--- src/rtl/wts_noise_generator_mc.sv ---
// Multi-channel LFSR noise generator for the wave-table sound core, advanced on the `active` pulse.
// Optional short (127-step) LFSR mode is enabled by defining WTS_NOISE_SHORT_MODE_EN.
module wts_noise_generator_mc #(
  parameter int unsigned FR_W = 5,
  parameter int unsigned NCH  = 5
) (
  input  logic            clk,
  input  logic            reset,
  input  logic            active,
  input  logic [NCH-1:0]  enable,
  input  logic [FR_W-1:0] reg_fr,
  input  logic            reg_fr_wr,
  input  logic            reg_mode,
  input  logic            seed_req,
  output logic [NCH-1:0]  noise,
  output logic            step
);

  localparam int unsigned LFSR_W = 18;
  localparam logic [LFSR_W-1:0] LFSR_SEED = '1;

  logic [FR_W-1:0]   ff_cnt;
  logic [LFSR_W-1:0] ff_noise;
  logic              ff_step;

  logic cnt_end;
  logic do_shift;
  logic fb_long;
  logic fb;
  logic lfsr_out;

  assign cnt_end  = (ff_cnt == '0);
  assign do_shift = active & cnt_end;

  // All-zero lock guard forces a 1 into the register
  assign fb_long = (ff_noise == '0) ? 1'b1 : (ff_noise[17] ^ ff_noise[14]);

`ifdef WTS_NOISE_SHORT_MODE_EN
  logic fb_short;

  assign fb_short = (ff_noise[6:0] == '0) ? 1'b1 : (ff_noise[6] ^ ff_noise[5]);
  assign fb       = reg_mode ? fb_short : fb_long;
  assign lfsr_out = reg_mode ? ff_noise[6] : ff_noise[17];
`else
  logic unused_reg_mode;

  assign unused_reg_mode = reg_mode;
  assign fb              = fb_long;
  assign lfsr_out        = ff_noise[17];
`endif

  // Period divider; a register write restarts it so the next pulse shifts
  always_ff @(posedge clk or posedge reset) begin
    if (reset) begin
      ff_cnt <= '0;
    end else if (reg_fr_wr) begin
      ff_cnt <= '0;
    end else if (active) begin
      ff_cnt <= (cnt_end ? reg_fr : ff_cnt) - FR_W'(1);
    end
  end

  // LFSR state; software reseed overrides a coincident shift
  always_ff @(posedge clk or posedge reset) begin
    if (reset) begin
      ff_noise <= LFSR_SEED;
    end else if (seed_req) begin
      ff_noise <= LFSR_SEED;
    end else if (do_shift) begin
      ff_noise <= {ff_noise[LFSR_W-2:0], fb};
    end
  end

  always_ff @(posedge clk or posedge reset) begin
    if (reset) begin
      ff_step <= 1'b0;
    end else begin
      ff_step <= do_shift & ~seed_req;
    end
  end

  assign step  = ff_step;
  assign noise = ~enable | {NCH{lfsr_out}};

endmodule

--- config.mk ---
export PLATFORM = sky130hd
export DESIGN_NAME = wts_noise_generator_mc
export DESIGN_NICKNAME = d
export VERILOG_FILES = /design/src/rtl/wts_noise_generator_mc.sv
export SDC_FILE = /design/constraint.sdc
export NUM_CORES = 1
export LEC_CHECK = 0
export BUFFER_PORTS_ARGS = -buffer_cell sky130_fd_sc_hd__buf_2
export CORE_MARGIN = 8
export CORE_UTILIZATION = 53
export CTS_CLUSTER_DIAMETER = 120
export CTS_CLUSTER_SIZE = 10
export DETAILED_ROUTE_END_ITERATION = 8
export PLACE_DENSITY_LB_ADDON = 0.25
export SYNTH_ARGS = -nofsm -noshare
export SYNTH_HDL_FRONTEND = slang
export SYNTH_SLANG_ARGS = --single-unit
--- constraint.sdc ---
create_clock -name clk -period 2.21 [get_ports clk]
set_clock_uncertainty 0.2 [all_clocks]
set_input_delay 0.442 -clock clk [delete_from_list [all_inputs] [get_ports clk]]
set_output_delay 0.442 -clock clk [all_outputs]
set_load 0.01 [all_outputs]
==> qor.txt, run 1 <==
part of the Yosys area used for sequential elements = 54.7%
postcts setup bufs = 0
RD Place Congestion = 0.814
Slew HR = 57.9%
DRC viols = 0
most common library cell in the layout ignoring fill and taps = buf_2
Clock Path Buffers = 2
post-route antenna net violation count = 0
r2r setup slk = 0.13 ns
RSZ-0062 raised after global routing = false
crit-path max FO = 5
Primary FF master, synth = dfstp_2
WP data required = 2.23 ns
FMAX = 482 MHz
nets@finish = 138
io pins = 22
most frequent cells in the layout = 20 x buf_2, 18 x o22a_1, 18 x dfstp_2
PwrDens = 770 nW/um^2
CP endpoint kind = flop
initial antenna violation count = 0
layout cells sized above 1 = 39.2%
total negative slack = 0 ns
synthesis-to-layout area growth = 14.1%
Clock transition at path regs = 0.12 ns
syn nets = 115
clock root buffer = clkbuf_4
Layout Cells excl Fill = 147
Placed Cells = 142
CP arrival = 2.09 ns
ant diodes = 0
final wirelength = 2.26 mm
Syn Area/Cell = 11.6 sq um
critical path class = reg2reg
Mapped Cells = 98
initial DRC count = 36
Clock Sinks = 24
Hold WS = 0.161 ns
Total Routing Usage GR = 12.0%
flops & latches, synth = 24
initial cell density of the core = 56.9%
H-tree Lvls = 1
global route total overflow = 0
die width = 62.4 um
number of vias after detailed routing = 862
first drt pass iteration count = 4
Tcrit/Tclk final = 94.0%
dpl hpwl = 1.72 mm
core area = 2000 sq um
CTS tree = built
final count of hold timing violations = 0
die area = 3890 sq um
TritonCTS buffer count = 3
Worst Tran Pin Value = 0.632 ns
post-layout min period = 2.08 ns
outcome = complete, no violations
vias per std cell = 5.86
first-pass GRT wire length = 3.96 mm
Max IR drop VDD = 0.000544 V
Min-Delay Path Class = in2reg
MaxCap Viol Count = 0
Skew-Pair Late Insertion Delay = 0.32 ns
YS warnings = 0
synthesized area = 1140 sq um
Async S/R FF share, synth = 100%
Final Max Tran Viols = 0
IO buf count = 20
largest net degree at the start of global routing = 20
Pleak = 0.507 nW
CP startpoint kind = flop
number of synthesized flops with an enable pin = 0
synth unique cells = 30
# rows = 16
WL per Instance = 15.4 um
vias in the first global route = 894
die extent in y = 62.4 um
final setup fails = 0
-- power by group --
part / internal (mW) / switching (mW)
Sequential: 0.477 / 0.0375
Combinational: 0.104 / 0.153
Clock: 0.101 / 0.128
-- through the flow --
stage	setup WS, ns	total power [mW]	util, %	area (sq um)
after floorplan	0.364	0.709	-	1140
after global placement	0.237	0.752	62.4	1250
after detailed placement	0.108	0.771	62.4	1250
after CTS	0.0902	1.00	64.8	1300
after global routing	0.0621	1.06	64.9	1300
final	0.134	1.00	64.9	1300
-- flip-flops by register name (all words and copies together) (netlist names) --
name,cells
ff_noise,18
ff_cnt,5
step,1
-- routing by layer --
layer  wire length (um)  part of all wire [%]  global-route usage, %  vias up
met3                162                   7.2                   4.66        7
met5                  0                     0                      0        -
met1               1030                    45                   14.1      407
li1                   -                     -                      -      415
met2               1030                    45                   19.1       33
met4                 43                   1.9                   4.84        0
-- critical path, stage by stage, from the launching register on --
cell      delay, ns
dfrtp_1        0.45
nor3_2         0.34
a31oi_1        0.16
ha_1           0.27
o311ai_2       0.13
nor3_1         0.10
a311o_1        0.32
-- cells in the mapped netlist, types with 2 or more instances --
master	count	area share [%]
dfstp_2	18	42
o22a_1	18	14
dfrtp_1	6	13
nand2b_1	6	3.3
inv_1	5	1.6
nand2_1	5	1.6
nor2_1	5	1.6
nor4_1	4	2.2
buf_2	3	1.3
nor3_1	3	1.3
a311oi_1	2	1.5
a31oi_1	2	1.1
buf_6	2	2.0
mux2i_1	2	1.8
o21ai_0	2	0.88
-- kinds of logic (layout without fill, tap and decap cells) --
kind of cell | after synthesis | count (layout) | synth area share, %
AO/OA/AOI/OAI | 30 | 30 | 22.3
AND/OR/NAND/NOR | 30 | 30 | 14.4
flip-flops | 24 | 24 | 54.7
buffers and inverters | 10 | 32 | 4.94
multiplexers | 2 | 2 | 1.76
adder cells (fa/ha/maj) | 1 | 1 | 1.10
XOR/XNOR | 1 | 1 | 0.769
-- layout make-up --
class                           instances  area, sq um
Fill cell                             163          703
Sequential cell                        24          623
Multi-Input combinational cell         64          462
Timing Repair Buffer                   23          125
Clock buffer                            4         36.3
Tap cell                               27         33.8
Inverter                                5         18.8
-- what timing repair did --
item,in CTS,in global routing
setup endpoints to repair,0,1
hold buffers,1,0
resized for setup,0,1
hold endpoints to repair,6,0
-- final timing paths --
kind | endpoint | depth (start not counted) | startpoint
min in group asynchronous | ff_cnt[2] | 3 | reset
max in group asynchronous | ff_noise[1] | 4 | reset
worst min register to register | ff_noise[14] | 1 | ff_noise[13]
worst max register to register | ff_cnt[4] | 6 | ff_cnt[0]
worst max-delay path | ff_cnt[4] | 6 | ff_cnt[0]
worst min-delay path | ff_cnt[3] | 2 | reg_fr_wr
No activity file was read; power rests on OpenSTA's default activity.
==> run 2: changes to the inputs <==
ABC_CLOCK_PERIOD_IN_PS = 2210   (was default)
CORE_ASPECT_RATIO = 0.9   (was default)
==> run 2 against run 1 <==
Compared with the run above:
- hold slack worse by 0.0037 ns
- power is 1.2% lower
- via count is 1.5% lower
- register-to-register slack better by 0.02 ns
- largest cell class unchanged
- highest routed layer unchanged
- clock-buffer cell count stayed put
- sequential power hardly changed
- non-clock buffer count stayed put
- critical path depth stayed put
==> qor.txt, run 2 (synthesized netlist as in run 1, its figures left out) <==
Slowest-stage cell, CP = dfrtp_1
Layout Cells excl Fill = 147 (unchanged)
FMAX = 486 MHz (+0.82%)
r2r setup slk = 0.15 ns (+0.02 ns)
overall power = 0.988 mW (-1.2%)
ant diodes = 0 (unchanged)
RSZ-0062 raised after global routing = false
Final Max Tran Viols = 0 (unchanged)
final count of hold timing violations = 0 (unchanged)
die area = 3890 sq um (about the same)
io pins = 22 (unchanged)
PwrDens = 762 nW/um^2 (-1.0%)
Hold Startpoint = reg_fr_wr
met1 Track Usage GR = 15.3% (+1.1 points)
CP Depth = 6 (unchanged)
largest net degree at the start of global routing = 20 (unchanged)
number of vias after detailed routing = 849 (-1.5%)
CP arrival = 2.07 ns (-0.02 ns)
nets@finish = 138 (unchanged)
synthesis-to-layout area growth = 13.8%
Tcrit/Tclk final = 93.2% (-0.76 points)
CP startpoint kind = flop
H-tree Lvls = 1 (unchanged)
# rows = 16 (unchanged)
layout cells sized above 1 = 38.3% (-0.83 points)
Clock transition at path regs = 0.13 ns (about the same)
die width = 64.9 um (+4.0%)
Skew-Pair Late Insertion Delay = 0.31 ns (about the same)
post-layout min period = 2.06 ns (-0.0169 ns)
GRT met3 Usage = 4.31% (-0.35 points)
TritonCTS buffer count = 3 (unchanged)
dpl hpwl = 1.70 mm (-0.99%)
WP data required = 2.22 ns (about the same)
Clock Path Buffers = 2 (unchanged)
CTS tree = built
MaxCap Viol Count = 0 (unchanged)
Clock Sinks = 24 (unchanged)
Total Routing Usage GR = 12.2% (+0.18 points)
reg2reg end = ff_cnt[4]
clock root buffer = clkbuf_4
first-pass GRT wire length = 3.74 mm (-5.6%)
worst-case reg-to-reg path depth = 6 (unchanged)
core area = 2100 sq um (+5.0%)
outcome = complete, no violations
Hold EP = ff_cnt[3]
Worst Tran Pin Value = 0.635 ns (+0.00304 ns)
CP cell instances = nor3_2, a31oi_1, ha_1, o311ai_2, nor3_1, a311o_1
Slew HR = 57.7% (-0.20 points)
die extent in y = 60.0 um (-3.8%)
first drt pass iteration count = 4 (unchanged)
most frequent cells in the layout = 20 x buf_2, 18 x o22a_1, 18 x dfstp_2
Reg with most FFs = ff_noise
max FFs per register = 18 (unchanged)
Placed Cells = 142 (unchanged)
vias in the first global route = 842 (-5.8%)
RD Place Congestion = 0.859 (+5.5%)
post-route antenna net violation count = 0 (unchanged)
Pleak = 0.507 nW (-0.13%)
Max IR drop VDD = 0.000480 V (-12%)
global route total overflow = 0 (unchanged)
CP max stage delay = 0.46 ns (about the same)
total negative slack = 0 ns (unchanged)
crit-path leading delay family = compound AO/OA/AOI/OAI gates
Worst Path Buf+Inv = 0 (unchanged)
crit-path max FO = 5 (unchanged)
CP endpoint kind = flop
WL per Instance = 15.7 um (+2.0%)
met2 GRT Util = 18.8% (-0.31 points)
Critical R2R Launch = ff_cnt[0]
Resize count post-CTS = 0 (unchanged)
final setup fails = 0 (unchanged)
Min-Delay Path Class = in2reg
DRC viols = 0 (unchanged)
vias per std cell = 5.78 (-1.5%)
most used routing layer = met2
critical path class = reg2reg
most common library cell in the layout ignoring fill and taps = buf_2
initial cell density of the core = 54.2% (-2.7 points)
final wirelength = 2.30 mm (+2.0%)
Worst Setup SP = ff_cnt[0]
IO buf count = 20 (unchanged)
initial DRC count = 27 (-25%)
hold depth = 2 (unchanged)
initial antenna violation count = 0 (unchanged)
## run 2: final cells by class
type                    instances  area (sq um)
multi-input cells              64           459
fillers                       198           806
flip-flops and latches         24           623
inverters                       5          18.8
well taps                      27          33.8
clock buffers                   4          36.3
repair buffers                 23           125
## run 2: metrics by stage
| stage | utilization [%] | worst slack (ns) | hold slack, ns | instance area (sq um) |
|---|---|---|---|---|
| final | 61.7 | 0.151 | 0.157 | 1300 |
| after global routing | 61.7 | 0.0128 | 0.157 | 1300 |
| after CTS | 61.7 | 0.140 | 0.159 | 1300 |
| after detailed placement | 59.5 | 0.154 | 0.314 | 1250 |
| after global placement | 59.5 | 0.237 | 0.308 | 1250 |
| after floorplan | - | 0.364 | 0.243 | 1140 |
## run 2: per-layer routing
layer	wire [um]	up-vias
li1	-	412
met1	1070	418
met2	1110	13
met3	76	6
met4	46	0
met5	0	-
## run 2: report_power, final
part	total, mW	internal, mW	switching [mW]
clock network	0.228	0.101	0.127
logic	0.246	0.101	0.146
registers	0.514	0.477	0.0371
total	0.988	0.678	0.310
## run 2: worst max path at each step
stage,endpoint
2_1_floorplan,ff_cnt[4]
3_3_place_gp,ff_cnt[4]
3_5_place_dp,ff_cnt[4]
4_1_cts,ff_cnt[4]
5_1_grt,ff_cnt[4]
6_report,ff_cnt[4]
## run 2: what timing repair did
item | in CTS | in global routing
endpoints found under the hold margin | 6 | 0
setup endpoints to repair | 0 | 0
buffers inserted | 0 | 0
hold buffers | 1 | 0
==> run 3: changes to the inputs <==
ABC_AREA = 1   (was default)
CORE_UTILIZATION = 54   (was 53)
==> run 3 against run 2 <==
Compared with the run above:
- clock-buffer cell count shrank 1
- power grew 39%
- combinational power up 110%
- register-to-register slack gained 0.21 ns
- sequential share of layout area fell by 3.7 points
- core utilization rose by 3.3 points
- clock power up 39%
- sequential power up 4.1%
- cell count grew 22%
- first-iteration DRC count grew 70%
- critical path depth up 4
- flip-flop and latch count is the same
==> qor.txt, run 3 <==
Slew HR = 74.6% (+17 points)
Async S/R FF share, synth = 100% (unchanged)
initial cell density of the core = 56.7% (+2.5 points)
cell taking the most area after synthesis = dfstp_2
synthesized area = 1230 sq um (+7.7%)
Synth area leaders = dfstp_2 39%, dfrtp_1 12%, a22oi_2 9.2%
final count of hold timing violations = 0 (unchanged)
synthesis-to-layout area growth = 14.5%
die area = 4050 sq um (+4.2%)
RSZ-0062 raised after global routing = false
Hold Startpoint = reg_fr_wr
most common library cell in the layout ignoring fill and taps = inv_1
post-route antenna net violation count = 0 (unchanged)
clock root buffer = clkbuf_4
Final Max Tran Viols = 0 (unchanged)
Max IR drop VDD = 0.000630 V (+31%)
crit-path max FO = 5 (unchanged)
Total Routing Usage GR = 14.0% (+1.9 points)
vias in the first global route = 978 (+16%)
most frequent cell after synthesis = inv_1
Min-Delay Path Class = in2reg
FMAX = 540 MHz (+11%)
initial antenna violation count = 0 (unchanged)
outcome = complete, no violations
NetSw = 0.514 mW (+66%)
Pleak = 0.747 nW (+47%)
first drt pass iteration count = 4 (unchanged)
final setup fails = 0 (unchanged)
YS warnings = 0 (unchanged)
fill cell count = 186 (-6.1%)
Clock transition at path regs = 0.13 ns (about the same)
max FFs per register = 18 (unchanged)
nets@finish = 170 (+23%)
# rows = 16 (unchanged)
DRC viols = 0 (unchanged)
Skew-Pair Late Insertion Delay = 0.31 ns (about the same)
Clock Path Buffers = 2 (unchanged)
Tcrit/Tclk final = 83.8% (-9.4 points)
part of the Yosys area used for sequential elements = 50.8% (-3.9 points)
Syn Area/Cell = 9.58 sq um (-18%)
die width = 66.2 um (+2.1%)
core area = 2160 sq um (+2.9%)
TritonCTS buffer count = 3 (unchanged)
CTS tree = built
most frequent cells after synthesis = 29 x inv_1, 20 x nand2_1, 18 x dfstp_2
MaxCap Viol Count = 0 (unchanged)
die extent in y = 61.2 um (+2.1%)
Critical R2R Launch = ff_cnt[3]
Clock Sinks = 24 (unchanged)
r2r setup slk = 0.36 ns (+0.21 ns)
worst-case reg-to-reg path depth = 10 (+4)
Int Pwr = 0.858 mW (+27%)
critical path class = reg2reg
number of vias after detailed routing = 948 (+12%)
WP data required = 2.23 ns (about the same)
dpl hpwl = 1.88 mm (+10%)
layout cells sized above 1 = 40.1% (+1.8 points)
first-pass GRT wire length = 4.46 mm (+19%)
initial DRC count = 46 (+70%)
Reg power frac = 39.0% (-13 points)
syn nets = 145 (+26%)
largest net degree at the start of global routing = 25 (+25%)
CP max stage delay = 0.44 ns (-0.02 ns)
reg2reg end = ff_cnt[4]
Worst Tran Pin Value = 0.381 ns (-0.254 ns)
post-layout min period = 1.85 ns (-0.208 ns)
IO buf count = 20 (unchanged)
WL per Instance = 14.2 um (-9.5%)
number of synthesized flops with an enable pin = 0 (unchanged)
Logic pwr share = 38.0% (+13 points)
overall power = 1.37 mW (+39%)
CP endpoint kind = flop
postcts setup bufs = 0 (unchanged)
CP cell instances = nor2_2, nand3_2, inv_2, a21oi_1, ha_1, nand3_1, nor2_1, nand2_1, nand3_1, nand2_1
most frequent cells in the layout = 29 x inv_1, 20 x nand2_1, 20 x buf_2
flops & latches, synth = 24 (unchanged)
ant diodes = 0 (unchanged)
RD Place Congestion = 0.877 (+2.1%)
Worst Setup SP = ff_cnt[3]
fin area = 1400 sq um (+8.3%)
CP startpoint kind = flop
Primary FF master, synth = dfstp_2
global route total overflow = 0 (unchanged)
synth unique cells = 26 (-13%)
CP arrival = 1.87 ns (-0.20 ns)
Sw Ratio = 37.4% (+6.1 points)
total negative slack = 0 ns (unchanged)
Reg with most FFs = ff_noise
crit path to = ff_cnt[4]
share of the synthesized area in the top cell type = 38.6% (-3.0 points)
Slowest-stage cell, CP = dfrtp_1
PwrDens = 977 nW/um^2 (+28%)
H-tree Lvls = 1 (unchanged)
io pins = 22 (unchanged)
vias per std cell = 5.30 (-8.3%)
final wirelength = 2.54 mm (+10%)
Mapped Cells = 128 (+31%)
placed cell area = 1340 sq um (+7.3%)
clock power share = 23.0% (about the same)
[run 3: changes by cell type in the layout (fill, tap and decap cells not counted), sizes merged, moves of 4 or more]
cell    previous run  this run
nand2              5        22
inv                5        31
nor3               4         0
nand4              0         4
o22a              18         0
nor2               5         9
nand2b             6         0
a22oi              0        16
nand3              1         8
[run 3: per-stage QoR]
stage / utilization [%] / worst slack (ns) / hold WS [ns] / std cells
finish: 64.9 / 0.359 / 0.229 / 179
global route: 64.9 / 0.179 / 0.236 / 179
CTS: 64.9 / 0.388 / 0.221 / 179
detailed placement: 62.0 / 0.412 / 0.283 / 174
global placement: 62.0 / 0.436 / 0.266 / 174
floorplan: - / 0.597 / 0.243 / 128
[run 3: cells by family (layout without fill, tap and decap cells)]
group	Yosys count	in the layout	share of synthesized area, %
AOI/OAI and AO/OA	23	23	18.4
and+or+nand+nor	45	45	17.0
DFF	24	24	50.8
xor gates and xnor gates	1	1	0.714
adders and majority gates	1	1	1.02
buffers and inverters	34	58	12.0
[run 3: repair_timing]
item	CTS	global route
hold buffers	1	0
hold endpoints to repair	6	0
gates resized for setup	0	0
[run 3: per-layer routing]
layer	part of all wire, %	track usage, %
met2	49	24.1
met4	0.47	4.56
met5	0	0
met3	4.5	2.91
met1	46	17.3
[run 3: worst max-delay path: cells and delay by family, from the launching register on]
family	cells	cell delay, ns
AND/OR/NAND/NOR	7	0.55
flip-flops	1	0.44
AO/OA/AOI/OAI	1	0.25
adder cells (fa/ha/maj)	1	0.25
buffers and inverters	1	0.06
[run 3: area by class of cell]
class                      count  area [sq um]  share of cell area (%)
inverter                      32           121                    8.65
clock inverter                 1          30.0                    2.14
tap                           27          33.8                    2.41
multi-input combinational     70           455                    32.4
timing repair buffer          22           118                    8.38
sequential                    24           623                    44.4
clock buffer                   3          22.5                    1.60
[run 3: power by group through the flow]
| stage | Combinational [mW] | Clock [mW] | Sequential (mW) |
|---|---|---|---|
| finish | 0.521 | 0.316 | 0.535 |
| floorplan | 0.421 | 0 | 0.534 |
| global placement | 0.474 | 0 | 0.539 |
| CTS | 0.520 | 0.323 | 0.535 |
| detailed placement | 0.509 | 0 | 0.541 |
| global route | 0.590 | 0.345 | 0.542 |
[run 3: worst min path at each step]
stage | end | slack (ns) | cells past startpoint
after floorplan | ff_cnt[0] | 0.24 | 1
after global placement | ff_cnt[4] | 0.27 | 2
after detailed placement | ff_cnt[4] | 0.28 | 2
after CTS | ff_cnt[4] | 0.22 | 4
after global routing | ff_cnt[4] | 0.24 | 4
final | ff_cnt[3] | 0.23 | 4
